`config.mk`:
```
export PLATFORM = sky130hd
export DESIGN_NAME = mem_arbiter
export DESIGN_NICKNAME = d
export VERILOG_FILES = /design/src/rtl/soc_mem_pkg.sv /design/src/rtl/mem_arb_burst_gen.sv /design/src/rtl/mem_arbiter.sv
export SDC_FILE = /design/constraint.sdc
export NUM_CORES = 1
export LEC_CHECK = 0
export ABC_AREA = 1
export CORE_MARGIN = 8
export CORE_UTILIZATION = 36
export CTS_BUF_LIST = sky130_fd_sc_hd__clkbuf_4 sky130_fd_sc_hd__clkbuf_8 sky130_fd_sc_hd__clkbuf_16
export CTS_CLUSTER_DIAMETER = 40
export DETAILED_ROUTE_END_ITERATION = 12
export PLACE_DENSITY = 0.87
export SYNTH_ARGS = -nofsm -noshare
export SYNTH_HDL_FRONTEND = slang
export SYNTH_SLANG_ARGS = --single-unit
```
`constraint.sdc`:
```
create_clock -name clk -period 3.4 [get_ports clk]
set_input_delay 0.34 -clock clk [delete_from_list [all_inputs] [get_ports clk]]
set_output_delay 0.34 -clock clk [all_outputs]
set_load 0.01 [all_outputs]
```
`src/rtl/soc_mem_pkg.sv`:
```
// Shared types and sizing constants for the work-RAM arbiter and its burst address generator.
package soc_mem_pkg;

    typedef enum logic {
        IDLE  = 1'b0,
        BURST = 1'b1
    } arb_state_t;

    localparam int MEM_ADDR_W = 10;
    localparam int MEM_DATA_W = 32;
    localparam int MEM_BE_W   = MEM_DATA_W / 8;
    // Wide enough for any MAX_WAIT in 1..15
    localparam int WAIT_W     = 4;

endpackage

```
`src/rtl/mem_arb_burst_gen.sv`:
```
// Video burst address walker: holds the next beat address and the beats still to issue after it.
module mem_arb_burst_gen
    import soc_mem_pkg::*;
#(
    parameter int ADDR_W = MEM_ADDR_W,
    parameter int LEN_W  = 8
) (
    input  logic              clk,
    input  logic              reset_i,
    input  logic              load_i,
    input  logic [ADDR_W-1:0] load_addr_i,
    input  logic [LEN_W-1:0]  load_len_i,
    input  logic              step_i,
    output logic [ADDR_W-1:0] addr_o,
    output logic              last_o
);

    logic [ADDR_W-1:0] cur_addr;
    logic [LEN_W-1:0]  remaining;

    // Beat 0 goes out on the load cycle, so the stored address is already one ahead
    always_ff @(posedge clk or negedge reset_i) begin
        if (!reset_i) begin
            cur_addr  <= '0;
            remaining <= '0;
        end else if (load_i) begin
            cur_addr  <= load_addr_i + ADDR_W'(1);
            remaining <= load_len_i;
        end else if (step_i) begin
            cur_addr  <= cur_addr + ADDR_W'(1);
            remaining <= remaining - LEN_W'(1);
        end
    end

    assign addr_o = cur_addr;
    assign last_o = (remaining == LEN_W'(1));

endmodule

```
`src/rtl/mem_arbiter.sv`:
```
// Work-RAM arbiter: CPU single-word accesses versus prioritised display read bursts,
// with a starvation counter that forces a CPU slot after MAX_WAIT lost cycles.
module mem_arbiter
    import soc_mem_pkg::*;
#(
    parameter int ADDR_W   = MEM_ADDR_W,
    parameter int LEN_W    = 8,
    parameter int MAX_WAIT = 4
) (
    input  logic                  clk,
    input  logic                  reset_i,
    input  logic                  cpu_req_i,
    input  logic [MEM_BE_W-1:0]   cpu_we_i,
    input  logic [ADDR_W-1:0]     cpu_addr_i,
    input  logic [MEM_DATA_W-1:0] cpu_wdata_i,
    output logic                  cpu_gnt_o,
    output logic                  cpu_rvalid_o,
    output logic [MEM_DATA_W-1:0] cpu_rdata_o,
    input  logic                  vid_req_i,
    input  logic [ADDR_W-1:0]     vid_addr_i,
    input  logic [LEN_W-1:0]      vid_len_i,
    output logic                  vid_ack_o,
    output logic                  vid_busy_o,
    output logic                  vid_rvalid_o,
    output logic [MEM_DATA_W-1:0] vid_rdata_o,
    output logic                  vid_last_o,
    output logic                  mem_en_o,
    output logic [MEM_BE_W-1:0]   mem_we_o,
    output logic [ADDR_W-1:0]     mem_addr_o,
    output logic [MEM_DATA_W-1:0] mem_wdata_o,
    input  logic [MEM_DATA_W-1:0] mem_rdata_i
);

    arb_state_t        state, state_nxt;
    logic [WAIT_W-1:0] wait_cnt;
    logic              starved;
    logic              cpu_gnt, vid_ack, vid_issue, vid_last;
    logic              bg_load, bg_step, bg_last;
    logic [ADDR_W-1:0] bg_addr;
    logic              cpu_vld_p1, vid_vld_p1, vid_last_p1;

    mem_arb_burst_gen #(
        .ADDR_W (ADDR_W),
        .LEN_W  (LEN_W)
    ) u_burst_gen (
        .clk         (clk),
        .reset_i     (reset_i),
        .load_i      (bg_load),
        .load_addr_i (vid_addr_i),
        .load_len_i  (vid_len_i),
        .step_i      (bg_step),
        .addr_o      (bg_addr),
        .last_o      (bg_last)
    );

    assign starved = cpu_req_i && (wait_cnt == WAIT_W'(MAX_WAIT));

    always_ff @(posedge clk or negedge reset_i) begin
        if (!reset_i) begin
            state <= IDLE;
        end else begin
            state <= state_nxt;
        end
    end

    always_comb begin
        state_nxt = state;
        cpu_gnt   = 1'b0;
        vid_ack   = 1'b0;
        vid_issue = 1'b0;
        vid_last  = 1'b0;
        bg_load   = 1'b0;
        bg_step   = 1'b0;
        case (state)
            IDLE: begin
                if (starved || (cpu_req_i && !vid_req_i)) begin
                    cpu_gnt = 1'b1;
                end else if (vid_req_i) begin
                    vid_ack   = 1'b1;
                    vid_issue = 1'b1;
                    bg_load   = 1'b1;
                    vid_last  = (vid_len_i == '0);
                    if (vid_len_i != '0) begin
                        state_nxt = BURST;
                    end
                end
            end
            BURST: begin
                // A forced CPU slot only pauses the burst; the walker holds its place
                if (starved) begin
                    cpu_gnt = 1'b1;
                end else begin
                    vid_issue = 1'b1;
                    bg_step   = 1'b1;
                    vid_last  = bg_last;
                    if (bg_last) begin
                        state_nxt = IDLE;
                    end
                end
            end
            default: state_nxt = IDLE;
        endcase
    end

    always_comb begin
        mem_addr_o  = '0;
        mem_we_o    = '0;
        mem_wdata_o = '0;
        if (cpu_gnt) begin
            mem_addr_o  = cpu_addr_i;
            mem_we_o    = cpu_we_i & {MEM_BE_W{reset_i}};
            mem_wdata_o = cpu_wdata_i;
        end else if (vid_ack) begin
            mem_addr_o = vid_addr_i;
        end else if (vid_issue) begin
            mem_addr_o = bg_addr;
        end
    end

    // Handshakes are qualified by reset so nothing reaches the RAM while it is held
    assign cpu_gnt_o  = cpu_gnt & reset_i;
    assign vid_ack_o  = vid_ack & reset_i;
    assign vid_busy_o = (vid_ack || (state == BURST)) & reset_i;
    assign mem_en_o   = (cpu_gnt || vid_issue) & reset_i;

    always_ff @(posedge clk or negedge reset_i) begin
        if (!reset_i) begin
            wait_cnt <= '0;
        end else if (cpu_gnt) begin
            wait_cnt <= '0;
        end else if (cpu_req_i && (wait_cnt != WAIT_W'(MAX_WAIT))) begin
            wait_cnt <= wait_cnt + WAIT_W'(1);
        end
    end

    // ---- response stage p1: RAM read data returns one cycle after issue ----
    always_ff @(posedge clk or negedge reset_i) begin
        if (!reset_i) begin
            cpu_vld_p1  <= 1'b0;
            vid_vld_p1  <= 1'b0;
            vid_last_p1 <= 1'b0;
        end else begin
            cpu_vld_p1  <= cpu_gnt && (cpu_we_i == '0);
            vid_vld_p1  <= vid_issue;
            vid_last_p1 <= vid_issue && vid_last;
        end
    end

    assign cpu_rvalid_o = cpu_vld_p1;
    assign cpu_rdata_o  = mem_rdata_i;
    assign vid_rvalid_o = vid_vld_p1;
    assign vid_rdata_o  = mem_rdata_i;
    assign vid_last_o   = vid_last_p1;

endmodule

```
; Yosys cells after proc, flatten, opt, wreduce, memory -nomap -nowiden
; Cells that the tools add are included.
[word_totals]
reg_bits = 26
output_inout_bits = 117
word_cells = 64
[classes]
add_sub_neg = 4
eq_ne = 3
n_mux = 30
bitwise = 6
reduce_logical = 14
[op_table]
columns = operator, n
row1 = two-way mux 10 bit, 5
row2 = two-way mux 32 bit, 1
row3 = "adder 10 x 1 -> 10 bit, second input constant", 2
row4 = two-way mux 8 bit, 2
row5 = two-way mux 1 bit, 15
row6 = two-way mux 4 bit, 3
row7 = "equality test 8 x 1 -> 1 bit, second input constant", 1
row8 = logical NOT 8 bit, 1
row9 = one-hot mux 1 bit (2 select lines), 4
row10 = nonzero test 8 bit, 1
row11 = "subtractor 8 x 1 -> 8 bit, second input constant", 1
row12 = logical AND 1 bit, 5
row13 = "adder 4 x 1 -> 4 bit, second input constant", 1
row14 = bitwise AND 1 bit, 4
row15 = bitwise AND 4 bit, 1
row16 = "equality test 4 x 3 -> 1 bit, second input constant", 1
row17 = logical NOT 4 bit, 1
row18 = "inequality test 4 x 3 -> 1 bit, second input constant", 1
row19 = nonzero test 2 bit, 2
row20 = logical OR 1 bit, 3
row21 = logical NOT 1 bit, 1
row22 = NOT 1 bit, 1

; Depth between registers and ports, before layout
[depth]
word_depth = 8
ltp_mapped = 17
mapped_depth_nobuf = 16

; By module
; A second synthesis with hierarchy kept.
[hier_totals]
cells_unflattened = 419
hier_area_um2 = 2733.9
[modules_own_cells]
columns = mod, instances, cells_per_inst, area_per_inst_um2
row1 = mem_arbiter, 1, 246, 1520.2
row2 = mem_arb_burst_gen, 1, 173, 1213.7

; Least setup slack after synthesis
; OpenSTA, ideal clock, no wires.
[synth_path]
kind = register to output
start = register wait_cnt[0]
end = output port mem_we_o[0]
arrival_time_ns = 1.623
path_slack_ns = 1.437
stages_incl_launch_ff = 14
path_buffers = 1
path_cell_list = dfrtp_1 > inv_1 > ha_1 > nand2_4 > inv_2 > nand2_4 > buf_6 > nand2_1 > nand2_2 > nor2_4 > nand2_1 > inv_2 > nand2_1 > inv_1
[synth_between]
elab_chain_cells = 6
[synth_rtl]
columns = item, line_no
row1 = from (decl), mem_arbiter.sv:35  ; logic [WAIT_W-1:0] wait_cnt;
row2 = from (signal assigned), mem_arbiter.sv:132  ; wait_cnt <= wait_cnt + WAIT_W'(1);
row3 = equality test 4 x 3 -> 1 bit *, mem_arbiter.sv:56  ; assign starved = cpu_req_i && (wait_cnt == WAIT_W'(MAX_WAIT));
row4 = logical AND 1 bit *, mem_arbiter.sv:56
row5 = logical OR 1 bit, mem_arbiter.sv:76  ; if (starved || (cpu_req_i && !vid_req_i)) begin
row6 = two-way mux 1 bit, mem_arbiter.sv:76
row7 = one-hot mux 1 bit (2 select lines) *, mem_arbiter.sv:74  ; case (state)
row8 = two-way mux 4 bit *, mem_arbiter.sv:109  ; if (cpu_gnt) begin
row9 = to (decl), mem_arbiter.sv:28  ; output logic [MEM_BE_W-1:0] mem_we_o,
; Mark *: on every way between the ends. The rest lies on a longest branch, timed or not.

; Final worst setup path
[layout_path]
start = register wait_cnt[0]
end = output port mem_addr_o[8]
[layout_between]
elab_chain_cells = 8
[layout_rtl]
columns = item, line_no
row1 = equality test 4 x 3 -> 1 bit *, mem_arbiter.sv:56
row2 = logical AND 1 bit *, mem_arbiter.sv:56
row3 = logical OR 1 bit, mem_arbiter.sv:76
row4 = two-way mux 1 bit, mem_arbiter.sv:76
row5 = one-hot mux 1 bit (2 select lines), mem_arbiter.sv:74
row6 = two-way mux 10 bit, mem_arbiter.sv:115  ; end else if (vid_issue) begin
row7 = two-way mux 10 bit, mem_arbiter.sv:113  ; end else if (vid_ack) begin
row8 = two-way mux 10 bit *, mem_arbiter.sv:109
row9 = to (decl), mem_arbiter.sv:29  ; output logic [ADDR_W-1:0] mem_addr_o,
; Marks and branches as above.

==> metrics.cfg <==
[cts]
post_cts_buffers=0
cts_tree=done
ctsResizeCount=0
clkSlewWorstSetupHoldPaths_ns=0.09
clkSinkCount=26
clk_path_buf_depth=2
clock_latency_ns=0.28
cts_made_buffers=3
clockRootBuffer=clkbuf_8
h-tree-depth=1
holdBufCountCts=0

[detailed_routing]
vias=2668
ant_nets=0
viasPerCell=4.851
wire_per_inst_um=15.76
dr.pass1.iters=4
drcViolationCount=0
postRouteWirelength_mm=8.670
drtIter0Drc=140

[synthesis]
yosys-top-cells-area=dfrtp_1 (24%), buf_4 (19%), nand2_1 (13%), inv_1 (9.0%), o21ai_0 (4.8%)
async_flop_share=1.000
synth_top_family_by_area=buffers and inverters
syn-num-nets=504
yosysUniqueCellTypes=32
synthMuxAreaShare=0
avgSynthCellArea_um2=6.792
synth_edf_count=0
synth-simple-area-share=0.3038
yosys_warnings=0
yosysTopAreaCellShare=0.2401
ys_ff_latch=26
postSynthCellCount=399
synth_ff_type=dfrtp_1
synthAdderAreaFrac=0.02308
synth_compound_area_frac=0.09141
synth_seq_area_share=0.2401
syn_area_um2=2710
synth-xor-area-share=0.01939
synth_top_area_cell=dfrtp_1

[floorplanning]
top_level_ports=217
dieArea_um2=10560
coreArea_um2=7292
rows=31
die_y_um=102.8
initial_core_util=0.3717
dieWidth_um=102.8

[grt]
antenna_found_initial=0
grt_max_degree=30
first_global_vias=2785
grtUsageTotal=0.1583
grt_pass1_wl_mm=13.32
grt_remaining_overflow=0

[final_layout]
antenna_cells=0
nets=558
num-fill-cells=700
drive_gt1_frac=0.09091
design_area_um2=3531
area_growth_pct=30.29
postLayoutCoreUtil=0.4842

[worst_setup_path]
cp.arrival_ns=2.68
required_ns=3.06
critPathKind=reg2out
worst-path-max-fanout=29
start_kind=register
end_kind=primary output

[place]
place_congestion=0.8574
placed_area_um2=3490
portBuffers=120
dp_hpwl_mm=7.192

[timing]
setup_viol=0
finalSetupTns_ns=0
hold_viol_final=0
min_period_ns=3.017
clock.fmax_mhz=331.4
relSlewSlack=0.6821
maxSlewViolCount=0
finalCritPeriodShare=0.8874
rsz0062_at_grt=no
fin_skew_ns=0.004927
tightestPinTransition_ns=0.4753

[min_path]
hold_class=in2async

[flow_run]
cap_viol_max_count=0

[outcome]
outcome=completed

[pwr]
power_density_nw_per_um2=610.9
peakVddDrop_mv=0.3456
p_leak_nw=1.824
finalPower_mw=2.157

[cell usage after synthesis (all sizes together), types with 2 or more instances]
cell and instances:
buf 78, inv 68, nor2 24, o21ai 33
nand4 13, xor2 5, nand2 112, nor4 2
nand3 15, dfrtp 26, o211ai 3, a21oi 6
ha 5
[layout make-up]
cell class                      instances  area, um2  share of cell area
Timing Repair Buffer                  128       1274              0.3607
Sequential cell                        26      650.6              0.1843
Tap cell                               99      123.9             0.03508
Clock buffer                            3      41.29             0.01169
Multi-Input combinational cell        226       1186              0.3359
Inverter                               68      255.2             0.07229
[path summary, 6_finish.rpt]
kind                                            start                        to  slack [ns]  depth (start not counted)
worst max-delay path                      wait_cnt[0]             mem_addr_o[8]        0.38                         10
max in group asynchronous                     reset_i     u_burst_gen.addr_o[1]        2.42                          2
worst min register to register  u_burst_gen.addr_o[7]     u_burst_gen.addr_o[7]        0.50                          2
worst min-delay path                          reset_i  u_burst_gen.remaining[7]        0.38                          1
min in group clk                u_burst_gen.addr_o[7]     u_burst_gen.addr_o[7]        0.50                          2
worst max register to register            wait_cnt[0]     u_burst_gen.addr_o[8]        0.93                         15
[critical path, stage by stage, from the launching register on]
cell	delay [ns]
dfrtp_1	0.39
inv_1	0.08
ha_1	0.23
nand2_4	0.07
inv_2	0.04
nand2_4	0.12
nand3_4	0.31
o21ai_1	0.35
inv_1	0.13
o21ai_1	0.13
clkdlybuf4s50_1	0.56
[stage by stage]
step,worst slack [ns],hold WS [ns],std cells
after global routing,0.1833,0.3773,550
after global placement,0.5891,0.4654,547
after detailed placement,0.5100,0.4782,547
final,0.3827,0.3821,550
after floorplan,1.437,0.04441,399
after CTS,0.3829,0.3896,550
[state kept, by name (all words and copies together) (netlist names)]
name                   count
state                      1
u_burst_gen.remaining      8
vid_rvalid_o               1
u_burst_gen.addr_o        10
wait_cnt                   4
vid_last_o                 1
cpu_rvalid_o               1
[cell usage in the layout (no fill, tap or decap), types with 3 or more instances in the layout]
cell type	n
inv_2	3
nand2_1	94
clkbuf_8	3
inv_1	65
ha_1	5
nor2_1	18
nand2_2	13
nand2_4	5
nor2_4	4
clkdlybuf4s50_1	120
nand4_1	13
a21oi_1	6
o21ai_0	26
nand3_1	14
o21ai_1	5
o211ai_1	3
dfrtp_1	26
xor2_1	5
buf_4	7
[layer usage]
metal,global-route usage,up-vias,wire [um]
li1,-,1262,-
met1,0.1597,1230,3020
met2,0.2977,158,4403
met3,0.06347,18,1127
met4,0.03448,0,119
met5,0,-,0
[kinds of logic after synthesis]
group / after synthesis
AND/OR/NAND/NOR: 170
buffers and inverters: 147
AO/OA/AOI/OAI: 45
flip-flops: 26
XOR/XNOR: 6
adder cells (fa/ha/maj): 5
[power by group]
part	total (mW)	switching (mW)	leakage [nW]	internal [mW]
Clock	0.184	0.104	0.0216	0.0798
Sequential	0.562	0.106	0.311	0.456
Combinational	1.41	0.787	1.49	0.624
Total	2.16	0.997	1.82	1.16
No activity file was read; power rests on OpenSTA's default activity.
